`src/rtl/exu_bp_update_q.sv`:
```
// exu_bp_update_q: in-order FIFO of resolved-branch predictor updates toward the IFU, with stall and statistics
module exu_bp_update_q #(
  parameter int DEPTH = 4,
  parameter int PTR_W = $clog2(DEPTH),
  parameter int CNT_W = 32
) (
  input  logic             clk,
  input  logic             rst,
  input  logic             flush,
  input  logic             i0_valid,
  input  logic [30:0]      i0_pc,
  input  logic [1:0]       i0_hist,
  input  logic             i0_misp,
  input  logic             i0_ataken,
  input  logic             i1_valid,
  input  logic [30:0]      i1_pc,
  input  logic [1:0]       i1_hist,
  input  logic             i1_misp,
  input  logic             i1_ataken,
  output logic             upd_valid,
  input  logic             upd_ready,
  output logic [30:0]      upd_pc,
  output logic [1:0]       upd_hist,
  output logic             upd_misp,
  output logic             upd_ataken,
  output logic             bpq_stall,
  output logic             drop_sticky,
  output logic [CNT_W-1:0] cnt_total,
  output logic [CNT_W-1:0] cnt_misp,
  output logic [CNT_W-1:0] cnt_drop
);
  localparam int REC_W = 35;
  logic [REC_W-1:0] mem_q [DEPTH];
  logic [REC_W-1:0] mem_d [DEPTH];
  logic [PTR_W:0]   count_q, count_d, free;
  logic [PTR_W-1:0] wr_ptr_q, wr_ptr_d, rd_ptr_q, rd_ptr_d;
  logic             stall_q, stall_d, sticky_q, sticky_d;
  logic [CNT_W-1:0] total_q, total_d, misp_q, misp_d, drop_q, drop_d;
  logic             push0, push1, acc0, acc1, drop0, drop1, pop;
  always_comb begin
    push0 = i0_valid & ~flush;
    push1 = i1_valid & ~flush;
    free = (PTR_W+1)'(DEPTH) - count_q;
    acc0 = push0 & (free != '0);
    acc1 = push1 & (push0 ? free >= (PTR_W+1)'(2) : free != '0);
    drop0 = push0 & ~acc0;
    drop1 = push1 & ~acc1;
    pop = (count_q != '0) & upd_ready;
    mem_d = mem_q;
    if (acc0) mem_d[wr_ptr_q] = {i0_pc, i0_hist, i0_misp, i0_ataken};
    if (acc1) mem_d[acc0 ? wr_ptr_q + 1'b1 : wr_ptr_q] = {i1_pc, i1_hist, i1_misp, i1_ataken};
    wr_ptr_d = wr_ptr_q + PTR_W'(acc0) + PTR_W'(acc1);
    rd_ptr_d = rd_ptr_q + PTR_W'(pop);
    count_d = count_q + (PTR_W+1)'(acc0) + (PTR_W+1)'(acc1) - (PTR_W+1)'(pop);
    stall_d = count_d >= (PTR_W+1)'(DEPTH - 2);
    sticky_d = sticky_q | drop0 | drop1;
    total_d = total_q + CNT_W'(acc0) + CNT_W'(acc1);
    misp_d = misp_q + CNT_W'(acc0 & i0_misp) + CNT_W'(acc1 & i1_misp);
    drop_d = drop_q + CNT_W'(drop0) + CNT_W'(drop1);
  end
  always_ff @(posedge clk) begin
    if (rst) begin
      count_q  <= '0;
      wr_ptr_q <= '0;
      rd_ptr_q <= '0;
      stall_q  <= 1'b0;
      sticky_q <= 1'b0;
      total_q  <= '0;
      misp_q   <= '0;
      drop_q   <= '0;
    end else begin
      count_q  <= count_d;
      wr_ptr_q <= wr_ptr_d;
      rd_ptr_q <= rd_ptr_d;
      stall_q  <= stall_d;
      sticky_q <= sticky_d;
      total_q  <= total_d;
      misp_q   <= misp_d;
      drop_q   <= drop_d;
    end
  end
  always_ff @(posedge clk) mem_q <= mem_d;
  assign upd_valid = count_q != '0;
  assign {upd_pc, upd_hist, upd_misp, upd_ataken} = mem_q[rd_ptr_q];
  assign bpq_stall = stall_q;
  assign drop_sticky = sticky_q;
  assign cnt_total = total_q;
  assign cnt_misp = misp_q;
  assign cnt_drop = drop_q;
endmodule

```
`config.mk`:
```
export PLATFORM = sky130hd
export DESIGN_NAME = exu_bp_update_q
export DESIGN_NICKNAME = d
export VERILOG_FILES = /design/src/rtl/exu_bp_update_q.sv
export SDC_FILE = /design/constraint.sdc
export NUM_CORES = 1
export LEC_CHECK = 0
export BUFFER_PORTS_ARGS = -buffer_cell sky130_fd_sc_hd__buf_2
export CORE_MARGIN = 10
export CORE_UTILIZATION = 43
export CTS_CLUSTER_SIZE = 20
export DETAILED_ROUTE_END_ITERATION = 10
export PLACE_DENSITY = 0.62
export SYNTH_ARGS = -nofsm -noshare
export SYNTH_HDL_FRONTEND = slang
export SYNTH_SLANG_ARGS = --single-unit
```
`constraint.sdc`:
```
create_clock -name clk -period 10 [get_ports clk]
set_input_delay 1.5 -clock clk [delete_from_list [all_inputs] [get_ports clk]]
set_output_delay 1.5 -clock clk [all_outputs]
set_load 0.02 [all_outputs]
```
**Yosys cells after proc, flatten, opt, wreduce, memory -nomap -nowiden**

Cells that the tools add are included.

- Input bits: 76
- Logic and storage cells: 67
- Register bits: 245

- Bitwise gates (word level): 17
- Add/subtract/negate cells: 14
- Reduce and logical (&&, ||, !) cells: 4
- Multiplexer cells: 13
- Magnitude comparators: 7

Operators by type and width:

| kind | count |
|---|---|
| $bwmux 140 | 2 |
| $mux 140 | 2 |
| $add 32x1->32 | 6 |
| $demux 35 s2 | 2 |
| $mux 35 | 4 |
| $bmux 35 s2 | 1 |
| $and 1x1->1 | 9 |
| $ge 3x3->1 const B | 3 |
| $not 2->3 | 3 |
| $add 2x1->2 | 3 |
| $add 3x1->3 | 2 |
| $ge 3x2->1 const B | 2 |
| $lt 3x1->1 const B | 2 |
| $reduce_bool 3->1 | 2 |
| $not 1->1 | 3 |
| $sub 3x1->3 | 1 |
| $sub 3x3->3 const A | 1 |
| $add 2x1->2 const B | 1 |
| $logic_and 1x1->1 | 2 |
| $mux 2 | 1 |
| $or 1x1->1 | 2 |
| $mux 1 | 1 |

**Logic depth before layout (Yosys ltp)**

- Word-level depth: 11
- Depth in mapped cells: 14

**Least setup slack after synthesis**

No wires, ideal clock.

- Kind: input-to-reg
- Start point: input flush
- End point: register drop_q[22] (netlist: cnt_drop[22])
- Arrival: 4.252 ns
- Setup time: 0.070 ns
- Path buffers: 2
- Data required time: 9.930 ns
- Stages on the path: 12
- Slack: 5.677 ns
- Cell sequence: nor4b_1 > a22oi_1 > or2_2 > fa_1 > inv_1 > ha_1 > and4_1 > clkbuf_1 > nand4_1 > clkbuf_1 > or3_1 > a21oi_1

- Longest elaborated chain between the ends: 7
- Elaborated cells between the ends (all ways): 12
- Those cells by class: add/sub (2); mux (1); bitwise (9)

RTL lines:

| item | RTL line | source |
|---|---|---|
| start, declared | 9 | `input logic flush,` |
| $not 1->1 * | 41, 42 |  |
| $and 1x1->1 | 41 | `push0 = i0_valid & ~flush;` |
| $and 1x1->1 / $mux 1 (equally long branches) | 44, 45 |  |
| $not 1->1 / $and 1x1->1 (equally long branches) | 46, 45 |  |
| $and 1x1->1 / $not 1->1 (equally long branches) | 46, 47 |  |
| $add 32x1->32 / $and 1x1->1 (equally long branches) | 59, 47 |  |
| $add 32x1->32 * | 59 | `drop_d = drop_q + CNT_W'(drop0) + CNT_W'(drop1);` |
| end signal, assigned | 79 | `drop_q <= drop_d;` |
| end, declared | 38 | `logic [CNT_W-1:0] total_q, total_d, misp_q, misp_d, drop_q, drop_d;` |

Mark *: on every way between the ends. The rest lies on a longest branch, timed or not.
A chain may end at the register's enable or synchronous reset.

**Worst setup path after layout**

- Start point: input flush
- End point: register misp_q[24] (netlist: cnt_misp[24])

- Longest elaborated chain between the ends: 6
- Elaborated cells between the ends (all ways): 10
- Those cells by class: add/sub (2); mux (1); bitwise (7)

RTL lines:

| item | RTL line | source |
|---|---|---|
| $not 1->1 * | 41, 42 |  |
| $and 1x1->1 | 41 |  |
| $and 1x1->1 / $mux 1 (equally long branches) | 44, 45 |  |
| $and 1x1->1 (on tied branches) | 58, 45 |  |
| $add 32x1->32 / $and 1x1->1 (equally long branches) | 58 | `misp_d = misp_q + CNT_W'(acc0 & i0_misp) + CNT_W'(acc1 & i1_misp);` |
| $add 32x1->32 * | 58 |  |
| end signal, assigned | 78 | `misp_q <= misp_d;` |
| end, declared | 38 |  |

Marked as above.

==> impl_metrics.json <==
{
  "p_leak_nw": 5.639,
  "synth_ff_type": "dfxtp_1",
  "synth_area_leader_cell": "dfxtp_1",
  "period_share_pct": 42.31,
  "postLayoutCoreUtil_pct": 51.33,
  "track_usage_pct": 17.05,
  "period_needed_ps": 4231,
  "post-cts-setup-buffers": 0,
  "routed_wl_um": 31260,
  "grt_first_pass_wirelength_um": 50500,
  "root_buffer": "clkbuf_16",
  "coreArea_um2": 27860,
  "nNetsFinal": 1364,
  "gp_congestion": 0.7758,
  "via_per_inst": 5.428,
  "drtAntennaViolNets": 0,
  "total_power_mw": 3.709,
  "seq_area_frac_synth_pct": 40.35,
  "synth_nets": 1185,
  "preCtsSetupSlack_ps": 5218,
  "finalSetupViolations": 0,
  "drt_iter0_markers": 393,
  "die_h_um": 188.1,
  "cts_tree": "done",
  "htree_num_levels": 1,
  "cts.clk_slew.worst_paths_ps": 60,
  "status": "finished, final reports clean",
  "skew_ps": 7.519,
  "clock_path_buffers": 3,
  "yosysWarnings": 0,
  "cp_slowest_stage_delay_ps": 730,
  "path_max_fanout": 13,
  "path_cells": "buf_2 -> nand2b_1 -> a221oi_4 -> and2_1 -> fa_1 -> ha_1 -> and4_1 -> nand3_1 -> or4_1 -> a21oi_1",
  "synth_top_cell_area_share_pct": 40.35,
  "synth_edf_count": 0,
  "cts_resized": 0,
  "max_slew_margin_pct": 26.12,
  "grt_overflow": 0,
  "ios": 210,
  "num_vias": 9048,
  "clock_latency_ps": 530,
  "first_pass_iters": 5,
  "end_kind": "register",
  "synth_common_cells": "mux2_2 (283), dfxtp_1 (245), a21oi_1 (52), nor2_1 (46), mux4_2 (35)",
  "critPathKind": "input pin to register",
  "antenna_found_initial": 2,
  "postCtsHoldBufs": 0,
  "rsz0062_at_grt": "false",
  "clock.fmax_ghz": 0.2363,
  "portBuffers": 209,
  "grt_max_degree": 96,
  "worst_slack_ps": 5769,
  "die-area_um2": 35390,
  "numCtsBuffers": 28,
  "area_growth_syn_to_layout_pct": 17.66,
  "ys_top_cells_by_area": "dfxtp_1 (40%), mux2_2 (26%), mux4_2 (6.5%)",
  "crit_path_start_kind": "input pin",
  "postSynthAreaPerCell_um2": 11.15,
  "synth_most_common_cell": "mux2_2",
  "row_count": 61,
  "ir_drop_v": 0.0001153,
  "drv_cap": 0,
  "cts.sinks": 245,
  "slowest_stage": "a221oi_4",
  "cp_data_arrival_time_ps": 4680,
  "drive_gt1_share_pct": 45.96,
  "grt_pass1_vias": 9258,
  "drc": 0,
  "hold_path_class": "register to register",
  "initial_core_util_pct": 43.63,
  "netlist_instances": 1090,
  "worstMarginPinSlew_ps": 1108,
  "synth-seq-cells": 245,
  "chipWidth_um": 188.1,
  "slew_viol_final": 0,
  "fin_setup_tns_ps": 0,
  "dp_hpwl_um": 20900,
  "drt-wirelength-per-cell_um": 18.75,
  "hold_viol": 0,
  "critPathRequiredTime_ps": 10450,
  "synth.distinct_cells": 42,
  "async_reset_ff_share_pct": 0,
  "powerDensity_nw_per_um2": 259.3,
  "syn_area_um2": 12150
}
state kept, by name (all words and copies together) (netlist names):
name         count
drop_sticky      1
cnt_misp        32
mem_q          140
rd_ptr_q         2
wr_ptr_q         2
cnt_drop        32
cnt_total       32
count_q          3
bpq_stall        1
placed cells by master, fill, tap and decap left out, drive strengths merged, types with 14 or more instances in the layout:
| master | synthesis | routed |
|---|---|---|
| dfxtp | 245 | 245 |
| mux2 | 287 | 287 |
| nand2 | 31 | 31 |
| inv | 23 | 23 |
| a21oi | 52 | 52 |
| xnor2 | 18 | 18 |
| mux4 | 35 | 35 |
| nand4 | 28 | 28 |
| or4 | 29 | 29 |
| nor3 | 14 | 14 |
| nor2 | 46 | 46 |
| xor2 | 19 | 19 |
| and4 | 15 | 15 |
| nor2b | 19 | 19 |
| clkbuf | 27 | 47 |
| o21ai | 29 | 29 |
| or3 | 26 | 26 |
| buf | 39 | 215 |
| o31ai | 24 | 24 |
| nand3 | 28 | 28 |
kinds of logic after synthesis:
group / after synthesis / synth area share, %
adder cells (fa/ha/maj): 19 / 2.327
flip-flops: 245 / 40.35
AND/OR/NAND/NOR: 270 / 12.79
XOR/XNOR: 37 / 2.666
buffers and inverters: 89 / 3.438
multiplexers: 322 / 33.08
AO/OA/AOI/OAI: 108 / 5.353
power breakdown:
group          internal (mW)  switching (mW)  total, mW
clock network          0.593           0.394      0.987
logic                  0.746           0.520       1.27
registers               1.29           0.164       1.46
total                   2.63            1.08       3.71
routing by layer:
layer  GRT usage (%)  routed length (um)  share of wire [%]  vias up
met1           21.30               13720                 44     4384
met4           4.215                 676                2.2        2
met3           4.360                1977                6.3       46
li1                -                   -                  -     4402
met5               0                   7              0.022        -
met2           28.67               14880                 48      214
worst max-delay path, delay by kind of cell:
| family | cells | cell delay [ps] |
|---|---|---|
| AOI/OAI and AO/OA | 2 | 880 |
| adders and majority gates | 2 | 480 |
| buffers and inverters | 1 | 120 |
| and+or+nand+nor | 5 | 1690 |
path summary, 6_finish.rpt:
| kind | cells past startpoint | endpoint | from | slack [ps] |
|---|---|---|---|---|
| max | 10 | cnt_misp[24] | flush | 5770 |
| min | 2 | cnt_misp[31] | cnt_misp[31] | 500 |
| max reg2reg | 11 | cnt_misp[24] | count_q[1] | 6060 |
| min reg2reg | 2 | cnt_misp[31] | cnt_misp[31] | 500 |
per-stage QoR:
| stage | cell area (um2) | hold slack (ps) | instances |
|---|---|---|---|
| after floorplan | 12150 | 551.1 | 1090 |
| after global placement | 13420 | 463.2 | 1617 |
| after detailed placement | 13420 | 493.2 | 1617 |
| after CTS | 14300 | 504.3 | 1666 |
| after global routing | 14300 | 526.2 | 1667 |
| final | 14300 | 501.3 | 1667 |
cell type report:
| class | count | area [um2] |
|---|---|---|
| well taps | 378 | 473.0 |
| clock buffers | 47 | 843.3 |
| fillers | 2535 | 13560 |
| clock inverters | 2 | 35.03 |
| inverters | 23 | 86.33 |
| multi-input cells | 756 | 6859 |
| diodes | 1 | 2.502 |
| repair buffers | 215 | 1094 |
| flip-flops and latches | 245 | 4907 |
(Power assumes the default switching activity.)
